## src/rtl/initialization_sequence_decoder.sv

```systemverilog
// Decodes CPU writes into single-cycle ICW1-4 / OCW1-3 strobes and tracks
// the initialization command word sequence.
module initialization_sequence_decoder (
    input  logic       clock,
    input  logic       reset_n,
    input  logic       chip_select_n,
    input  logic       write_enable_n,
    input  logic       address,
    input  logic [7:0] data_bus_in,
    output logic [7:0] internal_data_bus,
    output logic       write_initial_command_word_1,
    output logic       write_initial_command_word_2,
    output logic       write_initial_command_word_3,
    output logic       write_initial_command_word_4,
    output logic       write_operation_control_word_1,
    output logic       write_operation_control_word_2,
    output logic       write_operation_control_word_3,
    output logic       initialization_busy
);

    typedef enum logic [1:0] {
        CMD_READY,
        WAIT_ICW2,
        WAIT_ICW3,
        WAIT_ICW4
    } state_t;

    // Strobe bit positions inside r_strobe / w_strobe
    localparam int ICW1 = 0;
    localparam int ICW2 = 1;
    localparam int ICW3 = 2;
    localparam int ICW4 = 3;
    localparam int OCW1 = 4;
    localparam int OCW2 = 5;
    localparam int OCW3 = 6;

    state_t     r_state;
    state_t     w_nextState;
    logic       r_writeEnableN;
    logic       r_captureValid;
    logic       r_address;
    logic [7:0] r_data;
    logic       r_singleOrCascade;
    logic       r_setIcw4;
    logic [7:0] r_dataBus;
    logic       r_busy;
    logic [6:0] r_strobe;
    logic [6:0] w_strobe;
    logic       w_writeEvent;
    logic       w_isIcw1;

    // The write event fires on the rising edge of the strobe, after at least one capture
    assign w_writeEvent = !r_writeEnableN && write_enable_n && r_captureValid;
    assign w_isIcw1     = !r_address && r_data[4];

    always_ff @(posedge clock or negedge reset_n) begin
        if (!reset_n) begin
            r_writeEnableN <= 1'b1;
            r_captureValid <= 1'b0;
            r_address      <= 1'b0;
            r_data         <= 8'h00;
        end else begin
            r_writeEnableN <= write_enable_n;
            if (!write_enable_n && !chip_select_n) begin
                r_address      <= address;
                r_data         <= data_bus_in;
                r_captureValid <= 1'b1;
            end else if (w_writeEvent) begin
                r_captureValid <= 1'b0;
            end
        end
    end

    always_ff @(posedge clock or negedge reset_n) begin
        if (!reset_n) begin
            r_state <= CMD_READY;
        end else begin
            r_state <= w_nextState;
        end
    end

    always_comb begin
        w_nextState = r_state;
        if (w_writeEvent) begin
            if (w_isIcw1) begin
                w_nextState = WAIT_ICW2;
            end else if (r_address) begin
                case (r_state)
                    WAIT_ICW2: begin
                        if (!r_singleOrCascade) begin
                            w_nextState = WAIT_ICW3;
                        end else if (r_setIcw4) begin
                            w_nextState = WAIT_ICW4;
                        end else begin
                            w_nextState = CMD_READY;
                        end
                    end
                    WAIT_ICW3: w_nextState = r_setIcw4 ? WAIT_ICW4 : CMD_READY;
                    WAIT_ICW4: w_nextState = CMD_READY;
                    default:   w_nextState = r_state;
                endcase
            end
        end
    end

    always_comb begin
        w_strobe = 7'b0;
        if (w_writeEvent) begin
            if (w_isIcw1) begin
                w_strobe[ICW1] = 1'b1;
            end else begin
                case (r_state)
                    CMD_READY: begin
                        if (r_address) begin
                            w_strobe[OCW1] = 1'b1;
                        end else if (r_data[3]) begin
                            w_strobe[OCW3] = 1'b1;
                        end else begin
                            w_strobe[OCW2] = 1'b1;
                        end
                    end
                    WAIT_ICW2: w_strobe[ICW2] = r_address;
                    WAIT_ICW3: w_strobe[ICW3] = r_address;
                    WAIT_ICW4: w_strobe[ICW4] = r_address;
                    default:   w_strobe = 7'b0;
                endcase
            end
        end
    end

    always_ff @(posedge clock or negedge reset_n) begin
        if (!reset_n) begin
            r_strobe          <= 7'b0;
            r_dataBus         <= 8'h00;
            r_busy            <= 1'b0;
            r_singleOrCascade <= 1'b1;
            r_setIcw4         <= 1'b0;
        end else begin
            r_strobe <= w_strobe;
            r_busy   <= (w_nextState != CMD_READY);
            if (w_writeEvent) begin
                r_dataBus <= r_data;
            end
            if (w_writeEvent && w_isIcw1) begin
                r_singleOrCascade <= r_data[1];
                r_setIcw4         <= r_data[0];
            end
        end
    end

    assign internal_data_bus              = r_dataBus;
    assign initialization_busy            = r_busy;
    assign write_initial_command_word_1   = r_strobe[ICW1];
    assign write_initial_command_word_2   = r_strobe[ICW2];
    assign write_initial_command_word_3   = r_strobe[ICW3];
    assign write_initial_command_word_4   = r_strobe[ICW4];
    assign write_operation_control_word_1 = r_strobe[OCW1];
    assign write_operation_control_word_2 = r_strobe[OCW2];
    assign write_operation_control_word_3 = r_strobe[OCW3];

endmodule

```

## config.mk

```make
export PLATFORM = sky130hd
export DESIGN_NAME = initialization_sequence_decoder
export DESIGN_NICKNAME = d
export VERILOG_FILES = /design/src/rtl/initialization_sequence_decoder.sv
export SDC_FILE = /design/constraint.sdc
export NUM_CORES = 1
export LEC_CHECK = 0
export BUFFER_PORTS_ARGS = -buffer_cell sky130_fd_sc_hd__buf_2
export CORE_UTILIZATION = 50
export DETAILED_ROUTE_END_ITERATION = 6
export GPL_TIMING_DRIVEN = 0
export PLACE_DENSITY = 0.75
export SETUP_SLACK_MARGIN = 0.1
export SLEW_MARGIN = 5
export SYNTH_ARGS = -nofsm -noshare
export SYNTH_HDL_FRONTEND = slang
export SYNTH_SLANG_ARGS = --single-unit
```

## constraint.sdc

```tcl
create_clock -name clock -period 2.3 [get_ports clock]
set_clock_uncertainty 0.15 [all_clocks]
set_input_delay 0.23 -clock clock [delete_from_list [all_inputs] [get_ports clock]]
set_output_delay 0.23 -clock clock [all_outputs]
set_load 0.1 [all_outputs]
```

---- Yosys cells after proc, flatten, opt, wreduce, memory -nomap -nowiden ----
Index checks and enable logic that the tools add are counted.
word-level totals
  register bits ........................... 31
  input bits .............................. 13
  logic and storage cells ................. 44
cells by class
  muxes and demuxes ....................... 19
  reductions and logical operators ........ 12
  equal/unequal tests ..................... 3
operators with widths
  cell                                           count
  2-to-1 mux 2 bit                               6
  2-to-1 mux 1 bit                               9
  2-to-1 mux 7 bit                               1
  2-to-1 mux 6 bit                               1
  one-hot mux 2 bit (3 select lines)             1
  logical AND 1 bit                              5
  == test 2 bit, second input constant           2
  logical NOT 1 bit                              4
  nonzero test 2 bit                             2
  2-to-1 mux 3 bit                               1
  == test 2 x 1 -> 1 bit, second input constant  1
  logical NOT 2 bit                              1

---- Longest topological paths before layout ----
  depth after elaboration ................. 7
  gate-level depth with buffers ........... 4

---- Least setup slack after synthesis ----
No wires, ideal clock.
  path type ............................... reg-to-reg
  start ................................... register r_writeEnableN
  end ..................................... register r_setIcw4
  stages on the path, launching flop included .. 5
  arrival time ............................ 1.280 ns
  library setup time ...................... 0.125 ns
  path slack .............................. 0.745 ns
  path through ............................ dfstp_2 -> and3b_1 -> buf_6 -> and3_4 -> mux2_4
on the way
  word-level cells in the longest chain between the ends .. 4
ends and longest elaborated chain
  element                         line  source
  from (decl)                     39    logic r_writeEnableN;
  from (signal assigned)          63    r_writeEnableN <= write_enable_n;
  logical NOT 1 bit               53    assign w_writeEvent = !r_writeEnableN && write_enable_n && r_captureValid;
  logical AND 1 bit (2 in a row)  53
  logical AND 1 bit               144   if (w_writeEvent && w_isIcw1) begin
  to (signal assigned)            146   r_setIcw4 <= r_data[0];
  to (decl)                       44    logic r_setIcw4;
Every way passes these cells.
A chain may end at the register's enable or synchronous reset.

---- Final worst setup path ----
  start ................................... input port write_enable_n
  end ..................................... register r_data[2]
on the way
  word-level cells in the longest chain between the ends .. 2
ends and longest elaborated chain
  element               line  source
  from (decl)           7     input logic write_enable_n,
  logical NOT 1 bit     64    if (!write_enable_n && !chip_select_n) begin
  logical AND 1 bit     64
  to (signal assigned)  66    r_data <= data_bus_in;
  to (decl)             42    logic [7:0] r_data;
Every way passes these cells.

==> results.json <==
{
  "first_pass_iters": 4,
  "diodes": 0,
  "cp-startpoint": "write_enable_n",
  "placed_area_mm2": 0.00137,
  "synthMuxAreaShare_pct": 9.10,
  "grt_usage_pct": 20.9,
  "dr_total_vias": 887,
  "start_kind": "input pin",
  "p_comb_share_pct": 37.7,
  "synth_top_family_by_area": "simple AND/OR/NAND/NOR gates",
  "grt_pass1_wl_um": 3780,
  "timing.final.max_slew_violations": 0,
  "htree_num_levels": 2,
  "worstReg2RegStart": "r_writeEnableN",
  "regArea_um2": 778,
  "syn_to_final_growth_pct": 28.0,
  "num_rows": 17,
  "routed_wl_um": 2230,
  "synth_ff_type": "dfrtp_1",
  "remaining_drc_errors": 0,
  "post-synth-top-count-cell": "dfrtp_1",
  "hold_class": "in -> reg",
  "wl_per_cell_um": 12.6,
  "vias_per_cell": 5.01,
  "final_core_util_pct": 68.6,
  "cts_buffer_depth": 2,
  "fin_crit_sh_pct": 74.3,
  "nFillCells": 187,
  "outcome": "finished, final reports clean",
  "die_h_um": 50.9,
  "async_flop_share_pct": 100,
  "slew_headroom_pct": 57.5,
  "synth_edf_count": 0,
  "synth.avg_cell_area_um2": 11.7,
  "dp_hpwl_um": 1530,
  "rrSetupSlack_ps": 700,
  "pwr-share-clk_pct": 17.4,
  "finalHoldViolCount": 0,
  "path_common_cell": "buf_2",
  "start_util_pct": 53.6,
  "syn_inst": 102,
  "min_period_ps": 1710,
  "syn_nets": 115,
  "arrival_ps": 1760,
  "fin_area_mm2": 0.00153,
  "nets": 161,
  "layout-drive-gt1-share_pct": 32.2,
  "antenna_found_initial": 0,
  "end_kind": "register",
  "synth-simple-area-share_pct": 16.6,
  "worstSkewPairLatency_ps": 320,
  "synth-seq-cells": 31,
  "crit_chain": "dlygate4sd3_1 -> buf_2 -> nor2_1 -> buf_2 -> mux2_2",
  "powerDensity_mw_per_mm2": 1080,
  "ys_warn_count": 0,
  "cts_made_buffers": 5,
  "ys_seq_area_share_pct": 65.1,
  "drt_iter0_drc": 15,
  "synth_fa_ha_area_share_pct": 0,
  "timing.fmax_mhz": 585,
  "cp_slowest_cell": "dlygate4sd3_1",
  "rsz0062_at_grt": "no",
  "multiInputGateArea_um2": 379,
  "worst_pin_slew_ps": 638,
  "intPower_w": 0.000919,
  "root_buffer": "clkbuf_4",
  "maxCapViolations": 0,
  "synth-xor-area-share_pct": 0,
  "die_w_um": 50.9,
  "crit_end": "r_data[2]",
  "ys_types": 23,
  "grt_max_degree": 32,
  "synth_compound_area_share_pct": 5.96,
  "detail-route-antenna-nets": 0,
  "synth.top_cells.by_count": "dfrtp_1 (29), nand2_1 (25), mux2_2 (7), nor3_1 (7), inv_1 (5)",
  "crit_path_max_incr_delay_ps": 540,
  "r2r_cells": 4,
  "setup.worst_path.class": "in -> reg",
  "io_pins": 29,
  "place_congestion": 0.749,
  "core_mm2": 0.00223,
  "synth.cell_area_mm2": 0.00120,
  "cp_max_fo": 10,
  "die-area_mm2": 0.00259,
  "io_buffers": 28,
  "grt_overflow": 0,
  "swShare_pct": 44.5,
  "yosysTopAreaCellShare_pct": 60.7,
  "synth_top_cell_by_area": "dfrtp_1",
  "synth.area.top_cells": "dfrtp_1 (61%), nand2_1 (7.8%), mux2_2 (6.6%)",
  "grt_pass1_vias": 851,
  "cp.required_ps": 2350,
  "cts.clk_slew.worst_paths_ps": 90,
  "r2r_end": "r_setIcw4",
  "tns_ps": 0,
  "pwr-share-seq_pct": 44.9,
  "leakagePower_nw": 0.777,
  "ir_drop_uv": 750,
  "cts_tree": "yes",
  "cts.sink_count": 31,
  "setup_viol": 0,
  "switchingPower_w": 0.000736,
  "cts_resized": 0
}
[critical path: cells and delay by family]
kind | cells | cell delay, ps
simple gates | 1 | 200
mux | 1 | 360
buf+inv | 3 | 980
[routing by layer]
metal	up-vias	track usage, %	wire (um)
li1	436	-	-
met1	420	25.1	961
met2	29	34.4	1130
met3	2	8.93	108
met4	0	5.56	23
met5	-	0	0
[final cells by class]
| type | count | share of cell area [%] |
|---|---|---|
| multi-input cells | 63 | 24.8 |
| clock buffers | 7 | 2.94 |
| flip-flops and latches | 31 | 50.8 |
| repair buffers | 39 | 16.3 |
| well taps | 28 | 2.29 |
| plain buffers | 3 | 1.31 |
| inverters | 5 | 1.23 |
| clock inverters | 1 | 0.327 |
[flip-flops by register name, summed over array words and instances (netlist names)]
signal / flops
r_singleOrCascade: 1
initialization_busy: 1
r_captureValid: 1
r_address: 1
r_state: 2
r_setIcw4: 1
r_strobe: 7
internal_data_bus: 8
r_data: 8
r_writeEnableN: 1
[cell usage in the layout, fill, tap and decap left out, drive strengths merged, types with 2 or more instances in the layout]
master	Yosys	final
a31oi	3	3
dfrtp	29	29
nand2	25	25
clkbuf	1	8
a21oi	2	2
mux2	9	9
inv	5	5
nor2	3	3
buf	2	30
dfstp	2	2
nor3	7	7
and3b	2	2
o21ai	4	4
dlygate4sd3	0	11
[how the worst min path moves through the flow]
stage                  startpoint                   end  cells after the start
global placement          reset_n  internal_data_bus[2]                      1
global route        chip_select_n             r_data[0]                      3
finish              chip_select_n             r_data[7]                      3
floorplan                 reset_n   initialization_busy                      0
detailed placement        reset_n           r_strobe[6]                      1
CTS                 chip_select_n             r_data[7]                      3
[power groups by stage]
| stage | Sequential, W | Combinational [W] | Clock, W |
|---|---|---|---|
| final | 0.000743 | 0.000624 | 0.000289 |
| after global routing | 0.000759 | 0.000655 | 0.000326 |
| after CTS | 0.000744 | 0.000627 | 0.000298 |
| after detailed placement | 0.000754 | 0.000613 | 0 |
| after global placement | 0.000744 | 0.000598 | 0 |
| after floorplan | 0.00109 | 0.000152 | 0 |
[cells by family (layout without fill, tap and decap cells)]
| kind of cell | Yosys count | after routing |
|---|---|---|
| flip-flops | 31 | 31 |
| AO/OA/AOI/OAI | 12 | 12 |
| AND/OR/NAND/NOR | 42 | 42 |
| multiplexers | 9 | 9 |
| buffers and inverters | 8 | 55 |
[per-stage QoR]
step           hold slack, ps  setup WS [ps]  total power, W  std cells
6_report                  135            590         0.00166        177
3_3_place_gp              136            718         0.00134        158
3_5_place_dp              146            700         0.00137        158
4_1_cts                   121            625         0.00167        177
5_1_grt                   143            509         0.00174        177
2_1_floorplan            -216            745         0.00124        102
[what timing repair did]
item                      in CTS  in global routing
hold buffers                  11                  0
buffers inserted               0                  0
hold endpoints to repair      40                  0
(Power assumes the default switching activity.)
